File: config.mk
export PLATFORM = sky130hd
export DESIGN_NAME = sprite_map_writer
export DESIGN_NICKNAME = d
export VERILOG_FILES = /design/src/rtl/pacman_map_pkg.sv /design/src/rtl/rr_arbiter.sv /design/src/rtl/sprite_map_writer.sv
export SDC_FILE = /design/constraint.sdc
export NUM_CORES = 1
export LEC_CHECK = 0
export CORE_UTILIZATION = 26
export CTS_CLUSTER_SIZE = 10
export DETAILED_ROUTE_END_ITERATION = 12
export GPL_TIMING_DRIVEN = 0
export PLACE_DENSITY = 0.56
export SYNTH_ARGS = -nofsm -noshare
export SYNTH_HDL_FRONTEND = slang
export SYNTH_HIERARCHICAL = 1
export SYNTH_SLANG_ARGS = --single-unit
File: constraint.sdc
create_clock -name CLOCK_50 -period 7.5 [get_ports CLOCK_50]
set_clock_uncertainty 0.15 [all_clocks]
set_input_delay 1.5 -clock CLOCK_50 [delete_from_list [all_inputs] [get_ports CLOCK_50]]
set_output_delay 1.5 -clock CLOCK_50 [all_outputs]
set_load 0.02 [all_outputs]
File: src/rtl/pacman_map_pkg.sv
// Shared definitions for the map-RAM sprite writer: tile codes, the writer
// state encoding and the row-word column addressing helper.
package pacman_map_pkg;

    localparam int TILE_EMPTY  = 0;
    localparam int TILE_WALL   = 1;
    localparam int TILE_PILL   = 2;
    localparam int TILE_PACMAN = 3;
    localparam int TILE_GHOST  = 4;

    typedef enum logic [3:0] {
        ST_IDLE   = 4'd0,
        ST_RD_E   = 4'd1,
        ST_WAIT_E = 4'd2,
        ST_WR_E   = 4'd3,
        ST_RD_D   = 4'd4,
        ST_WAIT_D = 4'd5,
        ST_WR_D   = 4'd6,
        ST_DONE   = 4'd7
    } wr_state_t;

    // LSB offset of column c inside a row word; column 0 sits at the MSB end.
    function automatic int col_slice(input int c, input int cols, input int tile_w);
        return (cols - 1 - c) * tile_w;
    endfunction

endpackage

File: src/rtl/rr_arbiter.sv
// Combinational round-robin picker: lowest requesting index at or above ptr,
// wrapping around. The pointer register is owned by the parent.
module rr_arbiter #(
    parameter int N  = 3,
    parameter int PW = (N > 1) ? $clog2(N) : 1
) (
    input  logic [N-1:0]  req,
    input  logic [PW-1:0] ptr,
    output logic          grant_valid,
    output logic [PW-1:0] grant_idx
);

    // Index reached by stepping off positions forward from base, modulo N.
    function automatic int wrap_idx(input int base, input int off);
        int s;
        s = base + off;
        return (s >= N) ? (s - N) : s;
    endfunction

    // Scan from ptr upward; the first requester found keeps the grant.
    always_comb begin
        grant_valid = 1'b0;
        grant_idx   = '0;
        for (int k = 0; k < N; k++) begin
            if (!grant_valid && req[wrap_idx(int'(ptr), k)]) begin
                grant_valid = 1'b1;
                grant_idx   = PW'(wrap_idx(int'(ptr), k));
            end else begin
                grant_valid = grant_valid;
            end
        end
    end

endmodule

File: src/rtl/sprite_map_writer.sv
// Read-modify-write engine on map RAM port B. Each granted sprite request
// erases the sprite from its current cell (restoring the covered tile, or
// leaving an empty tile for eating sprites) and then draws it at its next cell,
// remembering the tile it now covers.
module sprite_map_writer
    import pacman_map_pkg::*;
#(
    parameter int                     NUM_SPRITES = 3,
    parameter int                     COLS        = 40,
    parameter int                     ROWS        = 30,
    parameter int                     TILE_W      = 4,
    parameter int                     RD_LATENCY  = 2,
    parameter logic [NUM_SPRITES-1:0] EATS_MASK   = 3'b001
) (
    input  logic                                   CLOCK_50,
    input  logic                                   reset,
    input  logic [NUM_SPRITES-1:0]                 req,
    input  logic [NUM_SPRITES*$clog2(COLS)-1:0]    curr_x,
    input  logic [NUM_SPRITES*$clog2(ROWS)-1:0]    curr_y,
    input  logic [NUM_SPRITES*$clog2(COLS)-1:0]    next_x,
    input  logic [NUM_SPRITES*$clog2(ROWS)-1:0]    next_y,
    input  logic [NUM_SPRITES*TILE_W-1:0]          sprite_tile,
    input  logic [COLS*TILE_W-1:0]                 redata,
    output logic [$clog2(ROWS)-1:0]                wraddr,
    output logic [COLS*TILE_W-1:0]                 wrdata,
    output logic                                   wren,
    output logic [NUM_SPRITES-1:0]                 done,
    output logic                                   err,
    output logic [TILE_W-1:0]                      hit_tile,
    output logic                                   busy
);

    localparam int XW    = $clog2(COLS);
    localparam int YW    = $clog2(ROWS);
    localparam int ROW_W = COLS * TILE_W;
    localparam int PW    = (NUM_SPRITES > 1) ? $clog2(NUM_SPRITES) : 1;
    localparam int CW    = (RD_LATENCY > 1) ? $clog2(RD_LATENCY) : 1;

    localparam logic [CW-1:0]     LAT_LAST  = CW'(RD_LATENCY - 1);
    localparam logic [CW-1:0]     CNT_ONE   = CW'(1'b1);
    localparam logic [XW:0]       COLS_L    = COLS[XW:0];
    localparam logic [YW:0]       ROWS_L    = ROWS[YW:0];
    localparam logic [TILE_W-1:0] EMPTY_T   = TILE_W'(TILE_EMPTY);

    // Latched request context and control state.
    wr_state_t         state_r;
    logic [PW-1:0]     idx_r;
    logic [XW-1:0]     cx_r;
    logic [YW-1:0]     cy_r;
    logic [XW-1:0]     nx_r;
    logic [YW-1:0]     ny_r;
    logic [TILE_W-1:0] tile_r;
    logic [PW-1:0]     rr_ptr_r;
    logic [CW-1:0]     wait_cnt_r;
    logic [TILE_W-1:0] under_r [NUM_SPRITES];

    // Grant-side decode of the winning sprite's inputs.
    logic              grant_valid_s;
    logic [PW-1:0]     grant_idx_s;
    logic [XW-1:0]     gcx_s;
    logic [YW-1:0]     gcy_s;
    logic [XW-1:0]     gnx_s;
    logic [YW-1:0]     gny_s;
    logic [TILE_W-1:0] gtile_s;
    logic              range_ok_s;
    logic              same_cell_s;
    logic [TILE_W-1:0] erase_tile_s;
    logic [TILE_W-1:0] old_tile_s;

    // Tile at column c of a row word.
    function automatic logic [TILE_W-1:0] get_col(input logic [ROW_W-1:0] row,
                                                  input logic [XW-1:0]    c);
        return row[col_slice(int'(c), COLS, TILE_W) +: TILE_W];
    endfunction

    // Row word with column c replaced by tile t; other columns untouched.
    function automatic logic [ROW_W-1:0] put_col(input logic [ROW_W-1:0]  row,
                                                 input logic [XW-1:0]     c,
                                                 input logic [TILE_W-1:0] t);
        logic [ROW_W-1:0] r;
        r = row;
        r[col_slice(int'(c), COLS, TILE_W) +: TILE_W] = t;
        return r;
    endfunction

    // One-hot vector with bit i set.
    function automatic logic [NUM_SPRITES-1:0] onehot(input logic [PW-1:0] i);
        logic [NUM_SPRITES-1:0] v;
        v = '0;
        v[i] = 1'b1;
        return v;
    endfunction

    // Round-robin pointer value following a grant to index i.
    function automatic logic [PW-1:0] next_ptr(input logic [PW-1:0] i);
        if (int'(i) == NUM_SPRITES - 1) begin
            return '0;
        end else begin
            return i + PW'(1'b1);
        end
    endfunction

    rr_arbiter #(
        .N  (NUM_SPRITES),
        .PW (PW)
    ) u_arb (
        .req         (req),
        .ptr         (rr_ptr_r),
        .grant_valid (grant_valid_s),
        .grant_idx   (grant_idx_s)
    );

    // Select the granted sprite's coordinates and classify the request.
    always_comb begin
        gcx_s       = curr_x[int'(grant_idx_s)*XW +: XW];
        gcy_s       = curr_y[int'(grant_idx_s)*YW +: YW];
        gnx_s       = next_x[int'(grant_idx_s)*XW +: XW];
        gny_s       = next_y[int'(grant_idx_s)*YW +: YW];
        gtile_s     = sprite_tile[int'(grant_idx_s)*TILE_W +: TILE_W];
        range_ok_s  = ({1'b0, gcx_s} < COLS_L) && ({1'b0, gnx_s} < COLS_L) &&
                      ({1'b0, gcy_s} < ROWS_L) && ({1'b0, gny_s} < ROWS_L);
        same_cell_s = (gcx_s == gnx_s) && (gcy_s == gny_s);
    end

    // Tile left behind at the old cell, and tile found at the target cell.
    always_comb begin
        erase_tile_s = EATS_MASK[idx_r] ? EMPTY_T : under_r[idx_r];
        old_tile_s   = get_col(redata, nx_r);
    end

    // Writer FSM: grant, erase read-modify-write, draw read-modify-write,
    // completion pulse. Every output is a register.
    always_ff @(posedge CLOCK_50) begin
        if (reset) begin
            state_r    <= ST_IDLE;
            idx_r      <= '0;
            cx_r       <= '0;
            cy_r       <= '0;
            nx_r       <= '0;
            ny_r       <= '0;
            tile_r     <= '0;
            rr_ptr_r   <= '0;
            wait_cnt_r <= '0;
            for (int i = 0; i < NUM_SPRITES; i++) begin
                under_r[i] <= EMPTY_T;
            end
            wren     <= 1'b0;
            wraddr   <= '0;
            wrdata   <= '0;
            done     <= '0;
            err      <= 1'b0;
            hit_tile <= EMPTY_T;
            busy     <= 1'b0;
        end else begin
            wren <= 1'b0;
            done <= '0;
            err  <= 1'b0;
            case (state_r)
                ST_IDLE: begin
                    if (grant_valid_s) begin
                        idx_r    <= grant_idx_s;
                        cx_r     <= gcx_s;
                        cy_r     <= gcy_s;
                        nx_r     <= gnx_s;
                        ny_r     <= gny_s;
                        tile_r   <= gtile_s;
                        rr_ptr_r <= next_ptr(grant_idx_s);
                        busy     <= 1'b1;
                        if (!range_ok_s) begin
                            state_r  <= ST_DONE;
                            done     <= onehot(grant_idx_s);
                            err      <= 1'b1;
                            hit_tile <= EMPTY_T;
                        end else if (same_cell_s) begin
                            state_r  <= ST_DONE;
                            done     <= onehot(grant_idx_s);
                            hit_tile <= under_r[grant_idx_s];
                        end else begin
                            state_r <= ST_RD_E;
                            wraddr  <= gcy_s;
                        end
                    end else begin
                        busy <= 1'b0;
                    end
                end
                ST_RD_E: begin
                    wait_cnt_r <= '0;
                    state_r    <= ST_WAIT_E;
                end
                ST_WAIT_E: begin
                    if (wait_cnt_r == LAT_LAST) begin
                        wrdata  <= put_col(redata, cx_r, erase_tile_s);
                        wren    <= 1'b1;
                        state_r <= ST_WR_E;
                    end else begin
                        wait_cnt_r <= wait_cnt_r + CNT_ONE;
                    end
                end
                ST_WR_E: begin
                    // Address moves only after the write cycle is over.
                    wraddr  <= ny_r;
                    state_r <= ST_RD_D;
                end
                ST_RD_D: begin
                    wait_cnt_r <= '0;
                    state_r    <= ST_WAIT_D;
                end
                ST_WAIT_D: begin
                    if (wait_cnt_r == LAT_LAST) begin
                        hit_tile       <= old_tile_s;
                        under_r[idx_r] <= old_tile_s;
                        wrdata         <= put_col(redata, nx_r, tile_r);
                        wren           <= 1'b1;
                        state_r        <= ST_WR_D;
                    end else begin
                        wait_cnt_r <= wait_cnt_r + CNT_ONE;
                    end
                end
                ST_WR_D: begin
                    done    <= onehot(idx_r);
                    state_r <= ST_DONE;
                end
                ST_DONE: begin
                    busy    <= 1'b0;
                    state_r <= ST_IDLE;
                end
                default: begin
                    busy    <= 1'b0;
                    state_r <= ST_IDLE;
                end
            endcase
        end
    end

endmodule

==> results.yml, run 1 <==
floorplan:
  dieArea_sq_mm: 0.0601
  io_pins: 418
  design.core.area_sq_mm: 0.0580
  start_util: 0.265
  rows: 88
  fp.dieH_um: 245
  fp.dieW_um: 245
synth:
  synth_top_cell_by_area: "dfxtp_1"
  synth_edf_count: 16
  ys_top_cells_by_area: "dfxtp_1, mux2i_1, nor2_1, mux4_2, nand2_1"
  syn_inst: 1827
  synth.net_count: 2093
  synth_top_area_frac: 0.268
  yosys_most_used_dff: "dfxtp_1"
  synthDistinctLibCells: 75
  ys_warn_count: 6
  synth_common_cells: "nor2_1, dfxtp_1, mux2i_1"
  syn_area_sq_mm: 0.0154
  ys_ff_latch: 222
  synth_area_per_cell_sq_um: 8.42
  async_flop_share: 0
  yosysSeqAreaShare: 0.299
  yosysMostFrequentCell: "nor2_1"
drt:
  post_drt_wl_per_cell_um: 29.4
  viasPerCell: 5.86
  drt_iter0_markers: 1529
  via_count: 18000
  wirelength_um: 90000
  drcViolationCount: 0
  ant_nets: 0
  dr.pass1.iters: 6
clocking:
  clockRootBuffer: "clkbuf_16"
  path_clk_slew_ps: 60
  clk_latency_ps: 610
  cts_setup_buffers: 0
  clock_path_buffers: 3
  cts-resized-gates: 0
  cts.sink_count: 222
  ctsHtreeMaxLevel: 1
  cts_tree: "built"
  cts_buffers: 30
  cts.hold.buffers_added: 0
global_route:
  met1_usage: 0.349
  grt_max_degree: 16
  gr-total-overflow: 0
  antenna_found_initial: 9
  first_global_vias: 17700
  grt_busiest_layer: "met2"
  use_met2: 0.472
  grt_usage: 0.287
  grtUsageMet3: 0.0612
  grt_pass1_wl_um: 125000
setup_path:
  required_ps: 7790
  critPathCaptureType: "flop"
  critPathMaxFanout: 10
  worstPathArrival_ps: 6180
  rrSetupSlack_ps: 1610
  startpoint_type: "flop"
  worstSetupPathType: "flop to flop"
power:
  leakage_nw: 7.69
  p_per_area_mw_per_mm2: 353
  vdd_drop_max_uv: 281
status:
  status: "completed"
sta:
  fin_setup_tns_ps: 0
  maxSlewViolCount: 0
  finalSetupViolations: 0
  period_needed_ps: 5890
  hold_violations: 0
  max_slew_margin: 0.0303
  rsz0062_at_grt: "no"
  worstMarginPinSlew_ps: 1450
  fin_crit_sh: 0.785
  fmax_ghz: 0.170
placed_design:
  place_congestion: 0.985
  dpl_cell_area_sq_mm: 0.0206
  dp_hpwl_um: 71900
  port_buffers: 417
flow_run:
  cap_violations: 0
layout:
  fin_area_sq_mm: 0.0216
  syn2layout_area_growth_pct: 40.2
  drive_gt1_frac: 0.0735
  nets: 2546
hold_path:
  min-delay-path-class: "flop to flop"
[per-stage QoR]
step | cells | util | power (mW) | setup slack (ps) | hold slack, ps
after floorplan | 1827 | - | 4.16 | 2910 | 303
after global placement | 3009 | 0.353 | 5.95 | 1610 | 293
after detailed placement | 3013 | 0.355 | 6.02 | 1440 | 297
after CTS | 3065 | 0.372 | 7.49 | 1810 | 304
after global routing | 3065 | 0.372 | 7.88 | 1410 | 325
final | 3066 | 0.372 | 7.60 | 1610 | 301
[per-layer routing]
metal  up-vias  routed length (um)
li1       7883                   -
met1      8765               35300
met2      1048               41500
met3       246                8040
met4        18                5040
met5         -                 117
[worst max-delay path, cell delays in order, from the launching register on]
cell and delay [ps]:
dfxtp_1 480, clkbuf_1 500, inv_1 370, ha_1 380, xor2_2 210, or3_1 430, inv_1 70, ha_1 210
clkbuf_1 230, inv_1 240, nand4_1 200, a221oi_4 680, and3_1 260, clkbuf_1 350, nand2_1 240, mux2i_1 170
a2111oi_0 550
[final timing paths]
check             start          to  cells past startpoint
max reg2reg     nx_r[3]  wrdata[13]                     16
min          wrdata[42]  wrdata[42]                      2
max             nx_r[3]  wrdata[13]                     16
min reg2reg  wrdata[42]  wrdata[42]                      2
[final cells by class]
class	instances	area (sq um)
multi-input combinational	1426	10100
sequential	222	4600
clock inverter	8	108
clock buffer	44	873
fill	5931	36500
timing repair buffer	421	4200
antenna	1	2.50
inverter	25	93.8
buffer	154	619
tap	765	957
[logic make-up after synthesis]
logic type,count (synthesis),synth area share
AND/OR/NAND/NOR,673,0.203
flip-flops,222,0.299
buffers and inverters,179,0.0464
adder cells (fa/ha/maj),23,0.0187
XOR/XNOR,26,0.0158
multiplexers,229,0.186
AO/OA/AOI/OAI,475,0.231
[state kept, by name, indices dropped and copies added (netlist names), named ones only]
name / count
err: 1
wraddr: 5
idx_r: 2
state_r: 3
wait_cnt_r: 1
busy: 1
rr_ptr_r: 2
nx_r: 6
ny_r: 5
tile_r: 4
wren: 1
done: 3
cx_r: 6
under_r: 16
hit_tile: 4
wrdata: 160
[power breakdown]
part / total [mW] / switching (mW) / internal [mW]
sequential: 1.54 / 0.154 / 1.39
combinational: 4.60 / 3.13 / 1.47
clock: 1.46 / 0.596 / 0.867
total: 7.60 / 3.88 / 3.72
[cell usage in the layout, fill, tap and decap left out, types with 10 or more instances in the layout]
cell type and n:
clkdlybuf4s50_1 417, nor2_1 288, dfxtp_1 206, mux2i_1 172, nand2_1 159, clkbuf_1 127
a221oi_1 57, a211oi_1 52, o21ai_0 52, a21oi_1 51, mux4_2 44, nor3_1 34
nand4_1 33, o31ai_1 33, clkbuf_16 30, nor4_1 29, nand3_1 28, buf_2 27
o221ai_1 27, o21ai_1 26, a2111oi_0 25, a2111oi_1 24, inv_1 23, ha_1 23
o2bb2ai_1 22, a31oi_1 20, nand2b_1 19, nor2b_1 16, o22ai_1 16, edfxtp_1 16
xor2_1 14, mux2_2 13, nand3b_1 12, xnor2_1 10, a311oi_1 10
No activity file was read; power rests on OpenSTA's default activity.
==> inputs of run 2 (changes only) <==
==> constraint.sdc (replaced) <==
create_clock -name CLOCK_50 -period 6.1 [get_ports CLOCK_50]
set_clock_uncertainty 0.15 [all_clocks]
set_input_delay 1.22 -clock CLOCK_50 [delete_from_list [all_inputs] [get_ports CLOCK_50]]
set_output_delay 1.22 -clock CLOCK_50 [all_outputs]
set_load 0.02 [all_outputs]
==> results of run 2 <==
Same layout as run 1 (identical final DEF). Status: completed.
Among the figures that moved: setup slack after placement 1440 ps -> 323 ps; setup slack after layout 1610 ps -> 211 ps; register-to-register setup slack 1610 ps -> 210 ps; total power 7.60 mW -> 9.35 mW; worst IR drop on VDD 281 uV -> 346 uV
==> inputs of run 3 (changes only) <==
--- a/config.mk
+++ b/config.mk
@@ -5,10 +5,12 @@
 export SDC_FILE = /design/constraint.sdc
 export NUM_CORES = 1
 export LEC_CHECK = 0
+export CORE_ASPECT_RATIO = 1.5
 export CORE_UTILIZATION = 26
 export CTS_CLUSTER_SIZE = 10
 export DETAILED_ROUTE_END_ITERATION = 12
 export GPL_TIMING_DRIVEN = 0
+export MAX_ROUTING_LAYER = met4
 export PLACE_DENSITY = 0.56
 export SYNTH_ARGS = -nofsm -noshare
 export SYNTH_HDL_FRONTEND = slang
==> run 3 against run 2 <==
Routed wire length up 1.4%. Clock power down 14%. First-iteration DRC count down 0.33%. Fmax up 1.6%. Utilization down 0.35 points. Largest cell class unchanged. The run now ends with max-capacitance violations, max-slew violations left. Die area about the same. Via count down 0.52%. Highest routed layer is now met4. Design area down 0.81%. Worst hold slack about the same.
==> results.yml, run 3 (same netlist as run 1, synthesis figures left out) <==
drt:
  drt_iter0_markers: 1524
  via_count: 17900
  ant_nets: 0
  wirelength_um: 91300
  post_drt_wl_per_cell_um: 29.8
  drcViolationCount: 0
  dr.pass1.iters: 6
  viasPerCell: 5.83
clocking:
  clockRootBuffer: "clkbuf_16"
  clock_path_buffers: 3
  clk_latency_ps: 590
  cts_tree: "built"
  cts.hold.buffers_added: 0
  cts_setup_buffers: 0
  cts.sink_count: 222
  cts_buffers: 27
  ctsHtreeMaxLevel: 1
  cts-resized-gates: 0
  path_clk_slew_ps: 70
floorplan:
  dieArea_sq_mm: 0.0602
  io_pins: 418
  rows: 108
  fp.dieH_um: 300
  fp.dieW_um: 201
  design.core.area_sq_mm: 0.0581
  start_util: 0.265
sta:
  max_slew_margin: -0.00163
  hold_violations: 0
  worstMarginPinSlew_ps: 1490
  maxSlewViolCount: 1
  finalSetupViolations: 0
  fin_crit_sh: 0.950
  period_needed_ps: 5800
  rsz0062_at_grt: "no"
  fin_setup_tns_ps: 0
  fmax_ghz: 0.173
  postLayoutSetupSlackWorst_ps: 305
global_route:
  antenna_found_initial: 9
  grt_usage: 0.299
  first_global_vias: 17700
  grt_pass1_wl_um: 126000
  grt_max_degree: 14
  gr-total-overflow: 0
layout:
  drive_gt1_frac: 0.0678
  fillCellCount: 6084
  fin_area_sq_mm: 0.0214
  layout_common_cells: "clkdlybuf4s50_1, nor2_1, dfxtp_1, mux2i_1, nand2_1"
  syn2layout_area_growth_pct: 39.1
  largest_register: "wrdata"
  largestRegisters: "wrdata: 160 flops, under_r: 16 flops"
  largest_reg_flops: 160
  multi_input_area_sq_mm: 0.0101
  mostFrequentLayoutCell: "clkdlybuf4s50_1"
  seq_area_sq_mm: 0.00460
  nets: 2542
power:
  vdd_drop_max_uv: 289
  leakage_nw: 7.60
  p_per_area_mw_per_mm2: 423
  report.power.total_mw: 9.04
status:
  violations: "max-capacitance violations, max-slew violations"
  status: "complete, but fails checks"
placed_design:
  port_buffers: 417
  place_ws_ps: -67.8
  place_congestion: 1.04
  dp_hpwl_um: 74400
  dpl_cell_area_sq_mm: 0.0206
setup_path:
  worstSetupPathType: "flop to flop"
  critPathCaptureType: "flop"
  required_ps: 6380
  worstPathArrival_ps: 6070
  crit_start: "nx_r[3]"
  timing.rr.start: "nx_r[3]"
  critPathMaxFanout: 10
  startpoint_type: "flop"
hold_path:
  worstHoldStart: "wrdata[43]"
  min-delay-path-class: "flop to flop"
flow_run:
  cap_violations: 1
-- run 3: cell count changes in the layout (fill, tap and decap cells not counted), sizes merged --
cell      delta
clkbuf       -7
bufinv       -1
clkinvlp     -2
diode        +8
clkinv       -2
buf          -1
-- run 3: stage by stage --
| step | hold slack [ps] | cells | util |
|---|---|---|---|
| 3_3_place_gp | 292 | 3014 | 0.353 |
| 3_5_place_dp | 296 | 3017 | 0.354 |
| 6_report | 300 | 3066 | 0.368 |
| 4_1_cts | 304 | 3057 | 0.368 |
| 2_1_floorplan | 303 | 1827 | - |
| 5_1_grt | 313 | 3066 | 0.368 |
-- run 3: critical path, stage by stage (launching register included) --
cell	delay, ps
dfxtp_1	440
clkbuf_1	470
inv_1	350
ha_1	370
xor2_2	220
or3_1	430
inv_1	70
ha_1	210
clkbuf_1	210
inv_1	240
nand4_1	220
a221oi_4	620
and3_1	250
clkbuf_1	340
nand2_1	270
mux2i_1	220
a2111oi_0	540
-- run 3: layout make-up --
class / instances / share of cell area
multi-input combinational: 1426 / 0.472
sequential: 222 / 0.215
timing repair buffer: 420 / 0.196
tap: 770 / 0.0450
clock buffer: 37 / 0.0347
buffer: 154 / 0.0290
inverter: 25 / 0.00439
clock inverter: 3 / 0.00205
antenna: 9 / 0.00105
-- run 3: worst paths after layout --
path	cells past startpoint	slack (ps)	end
max	16	300	wrdata[17]
min	2	300	wrdata[43]
max reg2reg	16	300	wrdata[17]
min reg2reg	2	300	wrdata[43]
-- run 3: where the power goes --
part | switching, mW | internal, mW | total, mW
Combinational | 3.79 | 1.81 | 5.59
Clock | 0.678 | 0.876 | 1.55
Sequential | 0.190 | 1.70 | 1.89
Total | 4.66 | 4.39 | 9.04
-- run 3: per-layer routing --
metal	vias up	wire [um]	GRT usage
li1	7877	-	-
met1	8612	32300	0.309
met2	1045	45200	0.517
met3	332	6280	0.0456
met4	0	7450	0.220
met5	-	0	-
